$ cat config.mk
export PLATFORM = sky130hd
export DESIGN_NAME = operand_forward_ctrl_flat
export DESIGN_NICKNAME = d
export VERILOG_FILES = /design/src/rtl/operand_forward_ctrl_if.sv /design/src/rtl/operand_forward_ctrl.sv /design/src/flat_wrapper.sv
export SDC_FILE = /design/constraint.sdc
export NUM_CORES = 1
export LEC_CHECK = 0
export CAP_MARGIN = 20
export CORE_ASPECT_RATIO = 1.75
export CORE_MARGIN = 2
export CORE_UTILIZATION = 26
export DETAILED_ROUTE_END_ITERATION = 6
export SYNTH_ARGS = -nofsm -noshare
export SYNTH_HDL_FRONTEND = slang
export SYNTH_SLANG_ARGS = --single-unit
$ cat constraint.sdc
create_clock -name clk -period 2.2 [get_ports clk]
set_input_delay 0.44 -clock clk [delete_from_list [all_inputs] [get_ports clk]]
set_output_delay 0.44 -clock clk [all_outputs]
set_load 0.02 [all_outputs]
$ cat src/rtl/operand_forward_ctrl_if.sv
// ID-to-EX hazard/forwarding bus: decode-side instruction fields in,
// stall and EX operand-mux selects out.
interface operand_forward_ctrl_if #(
  parameter int REG_AW = 3
);
  logic              id_valid;
  logic [REG_AW-1:0] id_rs;
  logic [REG_AW-1:0] id_rt;
  logic              id_uses_rs;
  logic              id_uses_rt;
  logic              id_wr_en;
  logic [REG_AW-1:0] id_rd;
  logic              id_is_load;
  logic              flush;
  logic              stall;
  logic [1:0]        fwd_a;
  logic [1:0]        fwd_b;
  logic              ex_valid;

  modport master (
    output id_valid, id_rs, id_rt, id_uses_rs, id_uses_rt,
           id_wr_en, id_rd, id_is_load, flush,
    input  stall, fwd_a, fwd_b, ex_valid
  );

  modport slave (
    input  id_valid, id_rs, id_rt, id_uses_rs, id_uses_rt,
           id_wr_en, id_rd, id_is_load, flush,
    output stall, fwd_a, fwd_b, ex_valid
  );
endinterface

$ cat src/rtl/operand_forward_ctrl.sv
// Hazard and forwarding controller between ID and EX: tracks EX/MEM
// destination tags, raises a one-cycle load-use stall, drives operand selects.
module operand_forward_ctrl #(
  parameter int REG_AW      = 3,
  parameter int ZERO_REG_HW = 0
) (
  input  logic                  clk,
  input  logic                  rst_n,
  operand_forward_ctrl_if.slave bus
);

  localparam logic [1:0] SEL_RF  = 2'b00;
  localparam logic [1:0] SEL_MEM = 2'b01;  // EX/MEM pipeline register
  localparam logic [1:0] SEL_WB  = 2'b10;  // MEM/WB pipeline register

  typedef struct packed {
    logic              v;
    logic [REG_AW-1:0] rd;
    logic              ld;
  } ex_tag_t;

  typedef struct packed {
    logic              v;
    logic [REG_AW-1:0] rd;
  } mem_tag_t;

  ex_tag_t    ex_tag;
  mem_tag_t   mem_tag;
  logic [1:0] fwd_a_q;
  logic [1:0] fwd_b_q;
  logic       ex_valid_q;

  logic       id_tag_v;
  logic       stall_c;
  logic [1:0] sel_a;
  logic [1:0] sel_b;

  // Younger producer (EX) is checked first so it wins over MEM.
  function automatic logic [1:0] src_sel(input logic uses, input logic [REG_AW-1:0] src,
                                         input ex_tag_t ex_t, input mem_tag_t mem_t);
    if (uses && ex_t.v && ex_t.rd == src)
      return SEL_MEM;
    else if (uses && mem_t.v && mem_t.rd == src)
      return SEL_WB;
    else
      return SEL_RF;
  endfunction

  assign id_tag_v = bus.id_valid & bus.id_wr_en &
                    ((ZERO_REG_HW == 0) || (bus.id_rd != '0));

  // Only a load still in EX can cause a stall; once it reaches MEM its data forwards.
  assign stall_c = bus.id_valid & ~bus.flush & ex_tag.v & ex_tag.ld &
                   ((bus.id_uses_rs & (bus.id_rs == ex_tag.rd)) |
                    (bus.id_uses_rt & (bus.id_rt == ex_tag.rd)));

  assign sel_a = src_sel(bus.id_uses_rs, bus.id_rs, ex_tag, mem_tag);
  assign sel_b = src_sel(bus.id_uses_rt, bus.id_rt, ex_tag, mem_tag);

  // NOTE: all pipeline state uses non-blocking assignments so every register
  // samples the pre-edge value of ex_tag (mem_tag <= ex_tag relies on this).
  always_ff @(posedge clk or negedge rst_n) begin
    if (!rst_n) begin
      ex_tag     <= '0;
      mem_tag    <= '0;
      fwd_a_q    <= SEL_RF;
      fwd_b_q    <= SEL_RF;
      ex_valid_q <= 1'b0;
    end else begin
      mem_tag <= '{v: ex_tag.v, rd: ex_tag.rd};
      if (bus.flush || stall_c) begin
        ex_tag.v   <= 1'b0;
        fwd_a_q    <= SEL_RF;
        fwd_b_q    <= SEL_RF;
        ex_valid_q <= 1'b0;
      end else begin
        ex_tag     <= '{v: id_tag_v, rd: bus.id_rd, ld: bus.id_is_load};
        fwd_a_q    <= sel_a;
        fwd_b_q    <= sel_b;
        ex_valid_q <= bus.id_valid;
      end
    end
  end

  assign bus.stall    = stall_c;
  assign bus.fwd_a    = fwd_a_q;
  assign bus.fwd_b    = fwd_b_q;
  assign bus.ex_valid = ex_valid_q;

endmodule
$ cat src/flat_wrapper.sv
// flat-port wrapper written by rule: the top's interface ports become plain ports
module operand_forward_ctrl_flat 
#(
  parameter int REG_AW      = 3,
  parameter int ZERO_REG_HW = 0
)
  (clk, rst_n, bus_id_valid, bus_id_rs, bus_id_rt, bus_id_uses_rs, bus_id_uses_rt, bus_id_wr_en, bus_id_rd, bus_id_is_load, bus_flush, bus_stall, bus_fwd_a, bus_fwd_b, bus_ex_valid);
  operand_forward_ctrl_if #(.REG_AW(REG_AW)) bus_i ();
  input  logic clk;
  input  logic rst_n;
  input wire logic [$bits(bus_i.id_valid)-1:0] bus_id_valid;
  input wire logic [$bits(bus_i.id_rs)-1:0] bus_id_rs;
  input wire logic [$bits(bus_i.id_rt)-1:0] bus_id_rt;
  input wire logic [$bits(bus_i.id_uses_rs)-1:0] bus_id_uses_rs;
  input wire logic [$bits(bus_i.id_uses_rt)-1:0] bus_id_uses_rt;
  input wire logic [$bits(bus_i.id_wr_en)-1:0] bus_id_wr_en;
  input wire logic [$bits(bus_i.id_rd)-1:0] bus_id_rd;
  input wire logic [$bits(bus_i.id_is_load)-1:0] bus_id_is_load;
  input wire logic [$bits(bus_i.flush)-1:0] bus_flush;
  output wire logic [$bits(bus_i.stall)-1:0] bus_stall;
  output wire logic [$bits(bus_i.fwd_a)-1:0] bus_fwd_a;
  output wire logic [$bits(bus_i.fwd_b)-1:0] bus_fwd_b;
  output wire logic [$bits(bus_i.ex_valid)-1:0] bus_ex_valid;
  assign bus_i.id_valid = bus_id_valid;
  assign bus_i.id_rs = bus_id_rs;
  assign bus_i.id_rt = bus_id_rt;
  assign bus_i.id_uses_rs = bus_id_uses_rs;
  assign bus_i.id_uses_rt = bus_id_uses_rt;
  assign bus_i.id_wr_en = bus_id_wr_en;
  assign bus_i.id_rd = bus_id_rd;
  assign bus_i.id_is_load = bus_id_is_load;
  assign bus_i.flush = bus_flush;
  assign bus_stall = bus_i.stall;
  assign bus_fwd_a = bus_i.fwd_a;
  assign bus_fwd_b = bus_i.fwd_b;
  assign bus_ex_valid = bus_i.ex_valid;
  operand_forward_ctrl #(.REG_AW(REG_AW), .ZERO_REG_HW(ZERO_REG_HW)) u_core (.clk(clk), .rst_n(rst_n), .bus(bus_i));
endmodule
==> results of run 1 <==
flip-flops by register name, summed over array words and instances, names as in the netlist:
register	cells
u_core.bus.ex_valid	1
u_core.bus.fwd_b	2
u_core.ex_tag	5
u_core.bus.fwd_a	2
u_core.mem_tag	4
critical path, cell delays in order:
cell	delay (ps)
sky130_fd_sc_hd__clkdlybuf4s50_1	470
sky130_fd_sc_hd__xnor2_2	240
sky130_fd_sc_hd__nand4_4	140
sky130_fd_sc_hd__a21oi_4	130
sky130_fd_sc_hd__and2b_2	160
sky130_fd_sc_hd__buf_4	130
cell usage in the layout, fill, tap and decap left out, drive strengths merged:
cell type / count
nand4: 4
a21oi: 1
xnor2: 8
and3: 1
nor2b: 4
and2b: 1
nand3: 7
nor3: 1
xor2: 4
nor2: 4
a211o: 1
nand2: 4
dfrtp: 14
inv: 1
clkbuf: 4
dlymetal6s2s: 2
nor3b: 1
dlygate4sd2: 1
clkdlybuf4s50: 18
buf: 17
a21o: 3
nor4: 4
a22oi: 3
worst min path at each step:
stage                     cells past startpoint                             to
after global placement                        0    u_core.mem_tag[3]$_DFF_PN0_
after floorplan                               0  u_core.bus.ex_valid$_DFF_PN0_
final                                         0    u_core.mem_tag[3]$_DFF_PN0_
after detailed placement                      0    u_core.mem_tag[3]$_DFF_PN0_
after global routing                          0    u_core.mem_tag[3]$_DFF_PN0_
after CTS                                     0    u_core.mem_tag[3]$_DFF_PN0_
through the flow:
step	setup TNS (ps)	cell area (sq um)
5_1_grt	-13.04	1200
2_1_floorplan	0	740.7
3_5_place_dp	-522.5	1106
6_report	0	1200
3_3_place_gp	-488.1	1106
4_1_cts	0	1187
repair_timing:
item                       4_1_cts  5_1_grt
setup endpoints to repair        1        1
resized for setup               10        3
pin swaps                        0        1
hold buffers                     0        0
logic make-up after synthesis:
| kind of cell | count (synthesis) |
|---|---|
| AOI/OAI and AO/OA | 8 |
| xor gates and xnor gates | 12 |
| buffers and inverters | 2 |
| DFF | 14 |
| and+or+nand+nor | 31 |
where the power goes:
group	switching, mW	leakage [nW]	total, mW	internal [mW]
sequential	0.0220	0.175	0.298	0.276
clock	0.0944	0.0288	0.253	0.159
combinational	0.0748	0.321	0.174	0.0997
total	0.191	0.525	0.726	0.535
per-layer routing:
metal / share of wire (%) / routed length, um / global-route usage (%)
met4: 2.8 / 54 / 9.091
met2: 62 / 1172 / 24.35
met3: 3.0 / 57 / 0.9709
met5: 0 / 0 / 0
met1: 33 / 619 / 12.86
area by class of cell:
| cell class | count | area (sq um) |
|---|---|---|
| Clock buffer | 4 | 55.05 |
| Fill cell | 265 | 1521 |
| Inverter | 1 | 3.754 |
| Multi-Input combinational cell | 51 | 415.4 |
| Sequential cell | 14 | 350.3 |
| Tap cell | 27 | 33.78 |
| Timing Repair Buffer | 38 | 341.6 |
==> results by stage, run 1 <==
Floorplan:
- Pin placement for this block handled 23 I/O pins.
- The core area is 2721 sq um.
- The floorplan step set the die width to 44.35 um.
- The cell row count is 25.
- The die area is 3308 sq um.
- Once the floorplan was initialized, standard cells occupied 27.22% of the core.
- The height of the die is 74.61 um.

Yosys:
- The share of synthesized area occupied by flip-flops and latches is 47.30%.
- The share of synthesized area in the top cell type comes to 47.30%.
- The synthesized netlist net count is 84.
- The main flop type after synthesis is sky130_fd_sc_hd__dfrtp_1.
- The average cell area after synthesis is 11.06 sq um.
- Of the total synthesized cell area, the portion taken by AND, OR, NAND and NOR gates is 26.69%.
- The cell area after synthesis is 740.7 sq um.
- In the post-synthesis netlist, the cell with the most instances is sky130_fd_sc_hd__dfrtp_1.
- By area, the combinational part of the netlist is dominated by simple AND/OR/NAND/NOR gates.
- The mux contribution to synthesized area is 0%.
- The biggest area contributor in the post-synthesis netlist is sky130_fd_sc_hd__dfrtp_1.
- Counting distinct cell types in the post-synthesis netlist gives 20.
- The XOR/XNOR share of the synthesized area is 14.19%.
- In this run, synthesis produced a sequential element count of 14.
- During synthesis, Yosys emitted a total of 0 warnings.
- Sorting the synthesized cells by area gives the leading types as sky130_fd_sc_hd__dfrtp_1, sky130_fd_sc_hd__xnor2_1, sky130_fd_sc_hd__nand4_4.
- Ranked by instance count, the synthesized netlist is headed by sky130_fd_sc_hd__dfrtp_1, sky130_fd_sc_hd__xnor2_1, sky130_fd_sc_hd__nand3_1.
- The synthesized netlist devotes 10.14% of its cell area to compound gates.
- The area share of fa/ha/maj cells after synthesis is 0%.
- The gate count after technology mapping is 67.
- Counting flops with an async set or reset pin after synthesis yields a share of 100.0%.
- In this run, synthesis inferred 0 flip-flops with an integrated enable.

STA:
- The number of setup violations in the final report is 0.
- The number of pins with negative max-slew slack in the final report is 0.
- The final period demand of the worst path is 2159 ps.
- Of the available clock period, the critical path in the final layout requires 98.15%.
- The fmax is 463.1 MHz.
- The worst-case headroom to the max-slew limit is 57.12%.
- The final hold violation count is 0.
- The slew at the pin closest to its max-slew limit is 641.3 ps.
- Between clock sinks in the finished design, the worst skew comes to 2.061 ps.
- On the final layout, the worst hold slack is 426.7 ps.
- The worst path meets setup with 40.76 ps of slack.

Worst setup path:
- Along the worst path, the maximum fanout reaches 2.
- In this run the worst setup path terminates at bus_stall.
- The reg-to-reg critical path endpoint is u_core.ex_tag[0]$_DFFE_PN0N_.
- The reg-to-reg setup timing slack is 770 ps.
- The critical register-to-register path startpoint is u_core.ex_tag[2]$_DFFE_PN0N_.
- The worst setup path is of the input pin to output port kind.
- The origin of the worst setup path is bus_id_rs[0].
- Measured in cells, the most critical reg-to-reg path has a length of 6.
- The kind of launch point of the worst setup path is an input pin.
- The category of the worst setup path capture point is an output port.
- For the worst setup path, the data required time is 1760 ps.
- The signal arrival time at the worst endpoint is 1720 ps.

CTS:
- The number of levels the H-tree was split into is 1.
- The CTS tree is done.
- The maximum buffer depth of the clock tree is 2.
- Clock tree synthesis found a total of 14 sinks.
- The insertion delay of the later-clocked pin in the worst-skew pair is 250 ps.
- After clock tree synthesis, the clock-pin slew on the worst setup and hold paths is 60 ps.
- The number of setup buffers added after CTS is 0.
- The buffer cell driving the clock tree root is sky130_fd_sc_hd__clkbuf_8.
- The number of buffers created by CTS is 3.

Finish:
- The proportion of layout cells with a drive suffix above 1 is 31.48%.
- The finished layout holds 135 standard cells, fillers aside.
- Cells fill 44.09% of the core in the end.
- The final net count is 126.
- The area growth from synthesis to layout is 61.99%.
- The repair_antennas step left the layout with diodes totalling 0.

Place:
- The worst setup timing slack at the placement stage is -522.5 ps.
- The sum of net half-perimeters after detailed placement is 1.481 mm.
- The congestion estimate from routability-driven global placement came to 0.7647.
- The cell count after placement is 131.
- During placement, the flow inserted port buffers numbering 22.

Run status:
- The run finished with clean final reports.

Routing:
- The detailed-route wire length per cell is 14.10 um.
- The detailed router placed 664 vias in this run.
- The number of iterations in the first detailed-routing pass is 4.
- The detailed router finished its first iteration with 4 violations.
- Using the TritonRoute via totals, the vias-per-cell ratio works out to 4.919.
- In the routed design, unresolved DRC markers number 0.
- The number of nets with antenna violations after detailed routing is 0.
- The total wirelength of the detailed-routed design is 1.903 mm.

Global routing:
- The pin count of the biggest net entering global routing is 15.
- The number of antenna violations at the first check in global routing is 0.
- The all-layer global routing usage is 12.98%.
- The number of global-route vias before repair is 666.
- After global routing the overflow that remains totals 0.
- The first-pass GRT wire length is 3.070 mm.

Power and ir drop:
- For this design the static power due to leakage is 0.5252 nW.
- The final total power is 725.7 uW.
- The largest voltage drop on the vdd net is 243.8 uV.
- For this design the ratio of total power to cell area is 604.8 nW/um^2.

Worst hold path:
- The worst hold path begins at u_core.ex_tag[4]$_DFF_PN0_.
- The min-delay analysis places its worst path in the category flip-flop to flip-flop.

Flow run:
- Max-cap violations in this run came to 0.
No activity file was read; power rests on OpenSTA's default activity.
==> inputs of run 2 (changes only) <==
ABC_CLOCK_PERIOD_IN_PS = 2200   (was default)
==> results of run 2 <==
Same layout as run 1: the final DEF is identical, and so are final timing and power.
==> inputs of run 3 (changes only) <==
GPL_TIMING_DRIVEN = 0   (was default)
==> run 3 against run 2 <==
Net effect: fmax increased by 1.5%; sequential share of layout area is 2.4 points higher; via count fell by 7.8%; highest routed layer is now met3; sequential power is 2% higher; routed wire length down 14%; core utilization down 3.3 points; clock power is 3% lower; non-clock buffer count fell by 13; hold slack better by 32 ps; count of clock-buffer cells in the layout unchanged; combinational power fell by 19%.
==> results by stage, run 3 (same netlist as run 1, synthesis figures left out) <==
STA:
- The worst-case headroom to the max-slew limit came to 58.33% (+1.2 points).
- The slew at the pin closest to its max-slew limit was 623.1 ps (-18.17 ps).
- The setup TNS is 0 ps (unchanged).
- The number of setup violations in the final report is 0 (unchanged).
- The maximum clock skew at final layout is 0.8533 ps (-1.208 ps).
- The fmax is 470.1 MHz (+1.5%).
- The final period demand of the worst path is 2127 ps (-31.98 ps).
- The number of pins with negative max-slew slack in the final report is 0 (unchanged).
- Setup repair after global routing left no endpoint under its margin.
- The slack of the critical path was 72.74 ps (+31.98 ps).
- The portion of the clock cycle consumed by the worst path in the final layout is 96.69% (-1.5 points).
- The worst hold slack came to 459.1 ps (+32.45 ps).
- The final hold violation count is 0 (unchanged).

Floorplan:
- The I/O pin count is 23 (unchanged).
- The effective utilization at floorplan is 27.22% (unchanged).
- The height of the die was 74.61 um (unchanged).
- The cell row count is 25 (unchanged).
- The die area was 3308 sq um (unchanged).
- The die width came to 44.35 um (unchanged).
- The core area is 2721 sq um (unchanged).

Worst setup path:
- The stage delay of the slowest cell on the critical path is 530 ps (+60 ps).
- The reg-to-reg setup timing slack came to 790 ps (+20 ps).
- The critical path's top delay family is buffers and inverters.
- The worst register-to-register path begins at u_core.ex_tag[2]$_DFFE_PN0N_.
- The reg-to-reg critical path endpoint is u_core.ex_tag[0]$_DFFE_PN0N_.
- The critical path is of the input pin to output port type.
- Walking the worst path, the cells encountered are clkdlybuf4s50_1 -> nand4_4 -> a21oi_4 -> and2b_2 -> clkdlybuf4s15_2.
- The worst endpoint required time is 1760 ps (about the same).
- The category of the worst setup path capture point is an output port.
- The buffering stage count on the worst path with inverters included is 2 (unchanged).
- STA classifies the critical path startpoint as an input pin.
- The signal arrival time at the worst endpoint is 1690 ps (-30 ps).
- The number of cells traversed by the worst register-to-register path came to 5 (-1).
- The slowest stage of the critical path is the sky130_fd_sc_hd__clkdlybuf4s50_1 cell.
- The peak fanout along the critical path is 2 (unchanged).

Finish:
- The proportion of layout cells with a drive suffix above 1 came to 24.21% (-7.3 points).
- The largest registers in the layout are u_core.ex_tag: 5 flops, u_core.mem_tag: 4 flops.
- The area growth from synthesis to layout is 49.83%.
- The cell area after layout is 1110 sq um (-7.5%).
- The flip-flop count of the largest register after layout was 5 (unchanged).
- The fraction of the core area covered by cells at the end of the flow is 40.78% (-3.3 points).
- The final net count was 113 (-10%).
- The number of antenna repair diodes is 0 (unchanged).
- The library cells used most frequently in the layout, excluding fill and tap cells, are sky130_fd_sc_hd__clkdlybuf4s50_1, sky130_fd_sc_hd__dfrtp_1, sky130_fd_sc_hd__xnor2_2, sky130_fd_sc_hd__nand3_1, sky130_fd_sc_hd__dlygate4sd2_1.
- The register with the most flip-flops is u_core.ex_tag.

Flow run:
- The total of max-cap violations was 0 (unchanged).

CTS:
- The buffer cell driving the clock tree root is sky130_fd_sc_hd__clkbuf_8.
- The CTS tree is done.
- The number of levels the H-tree was split into came to 1 (unchanged).
- The clock input transition at the sequential cells of the worst setup and hold paths is 60 ps (about the same).
- The number of buffers created by CTS is 3 (unchanged).
- The post-cts hold buffer count is 0 (unchanged).
- The insertion delay of the later-clocked pin in the worst-skew pair is 240 ps (about the same).
- The clock sink total is 14 (unchanged).
- The maximum buffer depth of the clock tree came to 2 (unchanged).

Power and ir drop:
- The leakage power figure is 0.4656 nW (-11%).
- The largest voltage drop on the vdd net came to 253.9 uV (+4.2%).
- The power per unit of standard cell area was 621.9 nW/um^2 (+2.8%).

Routing:
- The via total after detailed routing is 612 (-7.8%).
- The routed via count divided by cell count is 5.016 (+2.0%).
- The number of iterations in the first detailed-routing pass was 4 (unchanged).
- The detailed-route wire length per cell was 13.46 um (-4.5%).
- The number of nets with antenna violations after detailed routing is 0 (unchanged).
- The total wirelength of the detailed-routed design is 1.642 mm (-14%).
- The DRC violations left came to 0 (unchanged).
- The initial detailed-routing violation count is 6 (+2).

Global routing:
- The first-pass GRT wire length is 2.732 mm (-11%).
- The pin count of the biggest net entering global routing is 16 (+1).
- The number of antenna violations at the first check in global routing is 0 (unchanged).
- The number of global-route vias before repair is 611 (-8.3%).
- The remaining global-route overflow is 0 (unchanged).
- The all-layer global routing usage came to 11.12% (-1.9 points).

Place:
- The sum of net half-perimeters after detailed placement is 1.273 mm (-14%).
- The number of buffers added on ports came to 22 (unchanged).
- The total cell area at the placement stage is 994.7 sq um (-10%).
- The global placer's final weighted congestion was 0.6826 (-11%).
- The worst setup timing slack at the placement stage came to -689.8 ps (-167.3 ps).

Worst hold path:
- For hold timing, the worst endpoint is u_core.mem_tag[3]$_DFF_PN0_.
- The critical hold path startpoint is u_core.ex_tag[4]$_DFF_PN0_.
- In this run the worst hold path is classified as flip-flop to flip-flop.
- The worst hold path stage count is 0 (unchanged).

Run status:
- The run finished with clean final reports.
run 3: area by class of cell:
type,instances,area [sq um]
Sequential cell,14,350.3
Tap cell,27,33.78
Timing Repair Buffer,25,239.0
Inverter,1,3.754
Clock buffer,4,55.05
Multi-Input combinational cell,51,427.9
Fill cell,280,1612
run 3: layer usage:
metal / part of all wire [%] / vias to the layer above / track usage [%] / wire length [um]
met1: 37 / 305 / 12.42 / 610
met2: 61 / 13 / 20.26 / 1000
met5: 0 / - / 0 / 0
met4: 0 / 0 / 7.071 / 0
li1: - / 294 / - / -
met3: 1.9 / 0 / 0 / 31
run 3: worst max-delay path by stage:
stage,start,to,slack [ps],cells after the start
4_1_cts,bus_id_valid,bus_stall,0.4,5
2_1_floorplan,u_core.ex_tag[1]$_DFFE_PN0N_,bus_stall,460,4
6_report,bus_id_uses_rs,bus_stall,70,5
5_1_grt,u_core.ex_tag[2]$_DFFE_PN0N_,bus_stall,20,5
3_5_place_dp,bus_id_rt[1],bus_stall,-690,6
3_3_place_gp,bus_id_rt[1],bus_stall,-640,6
run 3: where the power goes:
part	internal (mW)	total [mW]	switching (mW)
Sequential	0.276	0.303	0.0265
Clock	0.158	0.246	0.0879
Combinational	0.0775	0.141	0.0638
Total	0.512	0.690	0.178
run 3: timing repair:
action                                  4_1_cts  5_1_grt
gates cloned                                  0        0
gates resized for setup                      15        2
endpoints found under the setup margin        1        1
buffers inserted                              3        0
pin swaps                                     3        1
run 3: through the flow:
step	power, mW	cells
6_report	0.6902	122
3_5_place_dp	0.4316	116
4_1_cts	0.6976	122
2_1_floorplan	0.3733	67
3_3_place_gp	0.4266	116
5_1_grt	0.7251	122
